`config.mk`:
```
export PLATFORM = sky130hd
export DESIGN_NAME = cl_xiz_clkgen
export DESIGN_NICKNAME = d
export VERILOG_FILES = /design/src/rtl/cl_xiz_clkgen.sv
export SDC_FILE = /design/constraint.sdc
export NUM_CORES = 1
export LEC_CHECK = 0
export ABC_CLOCK_PERIOD_IN_PS = 3150
export BUFFER_PORTS_ARGS = -buffer_cell sky130_fd_sc_hd__clkbuf_2
export CORE_MARGIN = 2
export CORE_UTILIZATION = 30
export CTS_CLUSTER_SIZE = 30
export DETAILED_ROUTE_END_ITERATION = 12
export PLACE_DENSITY_LB_ADDON = 0.05
export REMOVE_ABC_BUFFERS = 1
export SLEW_MARGIN = 40
export SYNTH_ARGS = -nofsm -noshare
export SYNTH_HDL_FRONTEND = slang
export SYNTH_SLANG_ARGS = --single-unit
```
`constraint.sdc`:
```
create_clock -name clkin1 -period 3.15 [get_ports clkin1]
set_clock_uncertainty 0.05 [all_clocks]
set_input_delay 0.63 -clock clkin1 [delete_from_list [all_inputs] [get_ports clkin1]]
set_output_delay 0.63 -clock clkin1 [all_outputs]
set_load 0.05 [all_outputs]
```
`src/rtl/cl_xiz_clkgen.sv`:
```
// Digital stand-in for the board PLL: two integer dividers with static duty/phase,
// both held low until a sticky lock flag rises after a fixed settling interval.
module cl_xiz_clkgen #(
  parameter real         CLKIN_FREQ  = 148.5,
  parameter int unsigned LOCK_CYCLES = 64,
  parameter int unsigned ODIV0       = 2,
  parameter int unsigned DUTY0       = 1,
  parameter int unsigned PHASE0      = 0,
  parameter int unsigned ODIV1       = 4,
  parameter int unsigned DUTY1       = 2,
  parameter int unsigned PHASE1      = 0
) (
  input  logic clkin1,
  input  logic rst_n,
  output logic clkout0,
  output logic clkout1,
  output logic pll_lock
);

  if (CLKIN_FREQ <= 0.0) begin : g_bad_freq
    $fatal(1, "cl_xiz_clkgen: CLKIN_FREQ must be positive");
  end
  if (LOCK_CYCLES < 1 || LOCK_CYCLES > 65535) begin : g_bad_lock
    $fatal(1, "cl_xiz_clkgen: LOCK_CYCLES must be 1..65535");
  end
  if (ODIV0 < 2 || ODIV0 > 1023) begin : g_bad_odiv0
    $fatal(1, "cl_xiz_clkgen: ODIV0 must be 2..1023");
  end
  if (ODIV1 < 2 || ODIV1 > 1023) begin : g_bad_odiv1
    $fatal(1, "cl_xiz_clkgen: ODIV1 must be 2..1023");
  end
  if (PHASE0 >= ODIV0) begin : g_bad_phase0
    $fatal(1, "cl_xiz_clkgen: PHASE0 must be < ODIV0");
  end
  if (PHASE1 >= ODIV1) begin : g_bad_phase1
    $fatal(1, "cl_xiz_clkgen: PHASE1 must be < ODIV1");
  end

  // Duty is clamped to the divide ratio so DUTY >= ODIV yields a constant-high output.
  localparam logic [15:0] LOCK_LAST = 16'(LOCK_CYCLES - 1);
  localparam logic [9:0]  WRAP0     = 10'(ODIV0 - 1);
  localparam logic [9:0]  WRAP1     = 10'(ODIV1 - 1);
  localparam logic [9:0]  PH0_C     = 10'(PHASE0);
  localparam logic [9:0]  PH1_C     = 10'(PHASE1);
  localparam logic [10:0] DUTY0_C   = (DUTY0 >= ODIV0) ? 11'(ODIV0) : 11'(DUTY0);
  localparam logic [10:0] DUTY1_C   = (DUTY1 >= ODIV1) ? 11'(ODIV1) : 11'(DUTY1);

  logic [15:0] r_lock_cnt;
  logic        r_lock;
  logic [9:0]  r_cnt0;
  logic [9:0]  r_cnt1;
  logic        r_clk0;
  logic        r_clk1;
  logic [9:0]  w_next0;
  logic [9:0]  w_next1;

  always_comb begin
    w_next0 = (r_cnt0 == WRAP0) ? 10'd0 : r_cnt0 + 10'd1;
    w_next1 = (r_cnt1 == WRAP1) ? 10'd0 : r_cnt1 + 10'd1;
  end

  always_ff @(posedge clkin1 or negedge rst_n) begin
    if (!rst_n) begin
      r_lock_cnt <= 16'd0;
      r_lock     <= 1'b0;
      r_cnt0     <= 10'd0;
      r_cnt1     <= 10'd0;
      r_clk0     <= 1'b0;
      r_clk1     <= 1'b0;
    end else if (!r_lock) begin
      r_lock_cnt <= r_lock_cnt + 16'd1;
      // The locking edge also seeds the dividers so the first output cycle lines up with lock.
      if (r_lock_cnt == LOCK_LAST) begin
        r_lock <= 1'b1;
        r_cnt0 <= PH0_C;
        r_cnt1 <= PH1_C;
        r_clk0 <= ({1'b0, PH0_C} < DUTY0_C);
        r_clk1 <= ({1'b0, PH1_C} < DUTY1_C);
      end
    end else begin
      r_cnt0 <= w_next0;
      r_cnt1 <= w_next1;
      r_clk0 <= ({1'b0, w_next0} < DUTY0_C);
      r_clk1 <= ({1'b0, w_next1} < DUTY1_C);
    end
  end

  assign clkout0  = r_clk0;
  assign clkout1  = r_clk1;
  assign pll_lock = r_lock;

endmodule

```
==> results.toml, run 1 <==
[yosys]
yosysSeqAreaShare = 0.4532
synth_cell_type_count = 43
ys.flop_type = "dfrtp_1"
asyncSetResetFlopFracSynth = 1.000
netlist_area_um2 = 2153
synth-seq-cells = 39
avgSynthCellArea_um2 = 9.923
synth_edf_count = 0
ys_warn_count = 0
syn_inst = 217

[drt]
drc_errors = 0
detail_route.wl_per_cell_um = 14.37
firstDrtPassIters = 5
vias = 1601
viasPerCell = 5.099
drt_wl_total_um = 4512
drt_iter0_drc = 76
postRouteAntennaNets = 0

[clocking]
cts_resized = 0
cts.sink_count = 39
cts-root-buf = "clkbuf_8"
cts_hold_buf = 0
clk_pin_slew_ns = 0.08
cts_buffers = 5
post_cts.repair.setup_buffers = 0
clock_path_buffers = 2
cts_tree = "done"
clk_latency_ns = 0.29
htreeDepth = 2

[floorplan]
io_pins = 5
row_count = 30
die_height_um = 88.72
coreArea_um2 = 6869
die_width_um = 88.72
initial_core_util = 0.3135
dieArea_um2 = 7871

[setup_path]
critical_path_class = "flop to primary output"
cp_slowest_stage_delay_ns = 0.75
critPathCaptureType = "primary output"
start_kind = "flop"
r2r_start = "r_cnt1[6]"
crit_fanout = 16
regToRegEndpoint = "clkout1"
cp.arrival_ns = 1.64
reg2reg_slack_ns = 0.95
cp_cell_sequence = "buf_4 -> clkbuf_2"
required_ns = 2.47
rr_worst_depth = 4
slowest_stage = "dfrtp_1"

[global_routing]
overflow = 0
antenna_found_initial = 0
grt.total_usage = 0.1321
grt_pass1_wl_um = 7969
gr-usage-met2 = 0.2123
grt_pass1_vias = 1614
grt_util_met1 = 0.1712
grt_max_degree = 40
gr-usage-met3 = 0.03078
busiest_layer = "met2"

[final_layout]
nNetsFinal = 223
multiInputGateArea_um2 = 1110
fillers = 734
regArea_um2 = 975.9
fin_cells = 314
final_util = 0.3401
drive_gt1_frac = 0.08716
antenna_cells = 0
area_delta_synth_final_pct = 8.483
final_common_cell = "dfrtp_1"
final_area_um2 = 2336
layout_common_cells = "dfrtp_1, xnor2_1, nor2_1, nand2_1, xor2_1"

[timing]
period_share = 0.7369
setup_viol = 0
drv_slew = 0
grt_setup_unrepaired = "false"
timing.hold.ws_ns = 0.3013
hold_viol_final = 0
post-route-min-period_ns = 2.321
max_freq_mhz = 430.8
worst_pin_slew_ns = 0.6330
fin_tns_setup_ns = 0
slew_headroom = 0.5780
final.setup.worst_slack_ns = 0.8288

[pwr]
power_mw = 0.8346
p_leak_nw = 1.020
ir_drop_mv = 0.1273
powerDensity_nw_per_um2 = 357.3

[place]
pre_cts_ws_ns = 0.9548
gp_congestion = 0.8245
io_buffers = 4
place_area_um2 = 2255
dp.cells = 306
hpwl_um = 3078

[run]
max_cap_violations = 0

[hold_path]
hold_class = "input port to async pin"

[status]
status = "finished, final reports clean"
## area by class of cell
class | count | area share
Clock buffer | 7 | 0.03267
Clock inverter | 1 | 0.002142
Inverter | 3 | 0.004821
Multi-Input combinational cell | 162 | 0.4751
Sequential cell | 39 | 0.4178
Tap cell | 96 | 0.05142
Timing Repair Buffer | 6 | 0.01607
## synth_stat cells, types with 5 or more instances
master    instances  area [µm²]
xnor2_1          17       148.9
dfrtp_1          39       975.9
a31oi_1           5       31.28
nor2b_1           5       31.28
xor2_1           11       96.34
clkbuf_1         11       41.29
and3_1            9       56.30
nand2_1          14       52.55
o21ai_1          10       50.05
nand4_1           6       37.54
nand3_1           8       40.04
nor2_1           16       60.06
nand2b_1          5       31.28
o21ai_0           7       35.03
## sequential cells by signal (all words and copies together) (netlist names)
| name | cells |
|---|---|
| r_lock_cnt | 16 |
| pll_lock | 1 |
| r_cnt0 | 10 |
| r_cnt1 | 10 |
| clkout1 | 1 |
| clkout0 | 1 |
## worst max-delay path: cells and delay by family (launching register included)
family   cells  cell delay [ns]
flops        1             0.75
buf+inv      2             0.61
## kinds of logic after synthesis
logic type	count (synthesis)	synth area share
compound gates	47	0.1598
fa+ha+maj	4	0.02324
mux	3	0.01511
xor+xnor	28	0.1139
flops	39	0.4532
buf+inv	16	0.03137
simple gates	80	0.2034
## metal layers
layer,wire length [µm],part of all wire,vias up
met5,0,0,-
met4,89,0.020,0
met3,93,0.021,8
met2,2083,0.46,16
met1,2245,0.50,792
li1,-,-,785
## how the worst max path moves through the flow
| stage | start | endpoint | slack (ns) | cells past startpoint |
|---|---|---|---|---|
| final | pll_lock | pll_lock | 0.83 | 2 |
| after global routing | pll_lock | pll_lock | 0.71 | 2 |
| after CTS | pll_lock | pll_lock | 0.80 | 2 |
| after detailed placement | r_cnt0[1] | clkout0 | 0.95 | 6 |
| after global placement | r_cnt0[1] | clkout0 | 0.98 | 6 |
| after floorplan | pll_lock | clkout1 | 0.66 | 4 |
## where the power goes
group	leakage (nW)	switching [mW]	total [mW]	internal [mW]
Clock	0.0422	0.168	0.324	0.156
Combinational	0.447	0.00985	0.0106	0.000751
Sequential	0.531	0	0.500	0.500
Total	1.02	0.178	0.835	0.657
Note: power is estimated with default switching activity, not from simulation.
==> run 2, diff against run 1 <==
--- a/config.mk
+++ b/config.mk
@@ -5,7 +5,7 @@
 export SDC_FILE = /design/constraint.sdc
 export NUM_CORES = 1
 export LEC_CHECK = 0
-export ABC_CLOCK_PERIOD_IN_PS = 3150
+export ABC_CLOCK_PERIOD_IN_PS = 2100
 export BUFFER_PORTS_ARGS = -buffer_cell sky130_fd_sc_hd__clkbuf_2
 export CORE_MARGIN = 2
 export CORE_UTILIZATION = 30
==> constraint.sdc (replaced) <==
create_clock -name clkin1 -period 2.1 [get_ports clkin1]
set_clock_uncertainty 0.05 [all_clocks]
set_input_delay 0.42 -clock clkin1 [delete_from_list [all_inputs] [get_ports clkin1]]
set_output_delay 0.42 -clock clkin1 [all_outputs]
set_load 0.05 [all_outputs]
==> run 2 against run 1 <==
Against the previous run:
- count of clock-buffer cells in the layout down 1
- non-clock buffer count up 25
- flip-flop and latch count unchanged
- clock power up 60%
- critical endpoint is now r_cnt0[9]
==> results.toml, run 2 (synthesized netlist as in run 1, its figures left out) <==
[status]
status = "finished, final reports clean"

[place]
dp.cells = 327
hpwl_um = 3218
io_buffers = 4
gp_congestion = 0.7968
pre_cts_ws_ns = -0.008788
place_area_um2 = 2410

[setup_path]
endpoint = "r_cnt0[9]"
cp_cell_sequence = "inv_2 -> ha_4 -> or4b_4 -> o41ai_4 -> buf_4 -> nor2b_1 -> o21ai_1 -> o31ai_1"
cp.arrival_ns = 2.21
critical_path_buf_inv_count = 2
rr_worst_depth = 8
start_kind = "flop"
regToRegEndpoint = "r_cnt0[9]"
crit_family = "compound AO/OA/AOI/OAI gates"
required_ns = 2.24
critical_path_class = "flop to flop"
crit_fanout = 5
cp.depth = 8
r2r_start = "r_cnt0[1]"
critPathLaunch = "r_cnt0[1]"
slowest_stage = "or4b_4"
critPathCaptureType = "flop"
reg2reg_slack_ns = 0.03
cp_slowest_stage_delay_ns = 0.47

[final_layout]
antenna_cells = 0
largest_reg_flops = 16
top_register = "r_lock_cnt"
area_delta_synth_final_pct = 18.36
largest_registers = "r_lock_cnt: 16 flops, r_cnt0: 10 flops, r_cnt1: 10 flops"
fin_cells = 339
final_util = 0.3710
final_area_um2 = 2549
nNetsFinal = 248
fillers = 695
layout_common_cells = "dfrtp_1, buf_4, xnor2_1, nor2_1, nand2_1"
final_common_cell = "dfrtp_1"
drive_gt1_frac = 0.2058

[floorplan]
row_count = 30
die_width_um = 88.72
die_height_um = 88.72
coreArea_um2 = 6869
dieArea_um2 = 7871
io_pins = 5
initial_core_util = 0.3135

[timing]
post-route-min-period_ns = 2.073
max_freq_mhz = 482.5
period_share = 0.9869
grt_setup_unrepaired = "true"
slew_headroom = 0.6599
timing.hold.ws_ns = 0.1193
drv_slew = 0
worst_pin_slew_ns = 0.5102
final.setup.worst_slack_ns = 0.02747
fin_tns_setup_ns = 0
setup_viol = 0
hold_viol_final = 0

[pwr]
p_sw_frac = 0.2330
power_mw = 1.284
p_sw_mw = 0.2992
comb_power_share = 0.013
powerDensity_nw_per_um2 = 503.7
ir_drop_mv = 0.2736
p_leak_nw = 1.147
internal-power_mw = 0.9847
p_seq_frac = 0.584
p_clk_frac = 0.403

[clocking]
cts_hold_buf = 0
clk_pin_slew_ns = 0.09
clk_latency_ns = 0.30
cts_tree = "done"
cts_buffers = 5
clock_path_buffers = 2
htreeDepth = 2
cts.sink_count = 39
cts-root-buf = "clkbuf_8"

[drt]
dr_wl_met3_um = 103
viasPerCell = 4.885
detail_route.wl_per_cell_um = 13.81
drc_errors = 0
drt-met1-wl_um = 2407
postRouteAntennaNets = 0
drt_iter0_drc = 81
wl_met2_um = 2133
highest_layer = "met4"
drt_wl_total_um = 4683
vias = 1656
firstDrtPassIters = 4

[global_routing]
grt_pass1_vias = 1600
grt_pass1_wl_um = 8017
overflow = 0
antenna_found_initial = 0
grt.total_usage = 0.1337
grt_max_degree = 40

[run]
max_cap_violations = 0

[hold_path]
hold_class = "input port to async pin"
-- run 2: how the worst min path moves through the flow --
stage                              start              to  cells after the start
after global placement    r_lock_cnt[15]  r_lock_cnt[15]                      1
after floorplan                    rst_n         clkout0                      0
after detailed placement   r_lock_cnt[9]   r_lock_cnt[9]                      1
after CTS                          rst_n         clkout1                      2
final                              rst_n         clkout1                      2
after global routing               rst_n         clkout1                      2
-- run 2: worst register-to-register path: cells and delay by family, from the launching register on --
kind	cells	cell delay [ns]
buffers and inverters	2	0.28
flip-flops	1	0.41
AO/OA/AOI/OAI	3	0.60
adder cells (fa/ha/maj)	1	0.12
AND/OR/NAND/NOR	2	0.51
-- run 2: repair_timing --
action,4_1_cts,5_1_grt
pin swaps,1,4
gates resized for setup,0,7
setup endpoints to repair,4,4
setup buffers,0,4
cloned,0,0
endpoints found under the hold margin,0,0
-- run 2: per-layer routing --
layer | vias up | track usage
met1 | 804 | 0.1857
met5 | - | 0
met3 | 5 | 0.03358
li1 | 832 | -
met2 | 15 | 0.2069
met4 | 0 | 0.03719
-- run 2: final cells by class --
class	instances	area, µm²	area share
sequential	39	975.9	0.3829
tap	96	120.1	0.04713
clock buffer	6	72.57	0.02847
clock inverter	2	12.51	0.004909
timing repair buffer	31	222.7	0.08738
inverter	3	11.26	0.004418
multi-input combinational	162	1134	0.4448
-- run 2: power groups by stage --
| stage | sequential, mW | combinational (mW) | clock (mW) |
|---|---|---|---|
| after floorplan | 0.765 | 0.000000419 | 0 |
| after global placement | 0.765 | 0.0183 | 0 |
| after detailed placement | 0.765 | 0.0186 | 0 |
| after CTS | 0.750 | 0.0186 | 0.540 |
| after global routing | 0.750 | 0.0202 | 0.572 |
| final | 0.750 | 0.0165 | 0.517 |
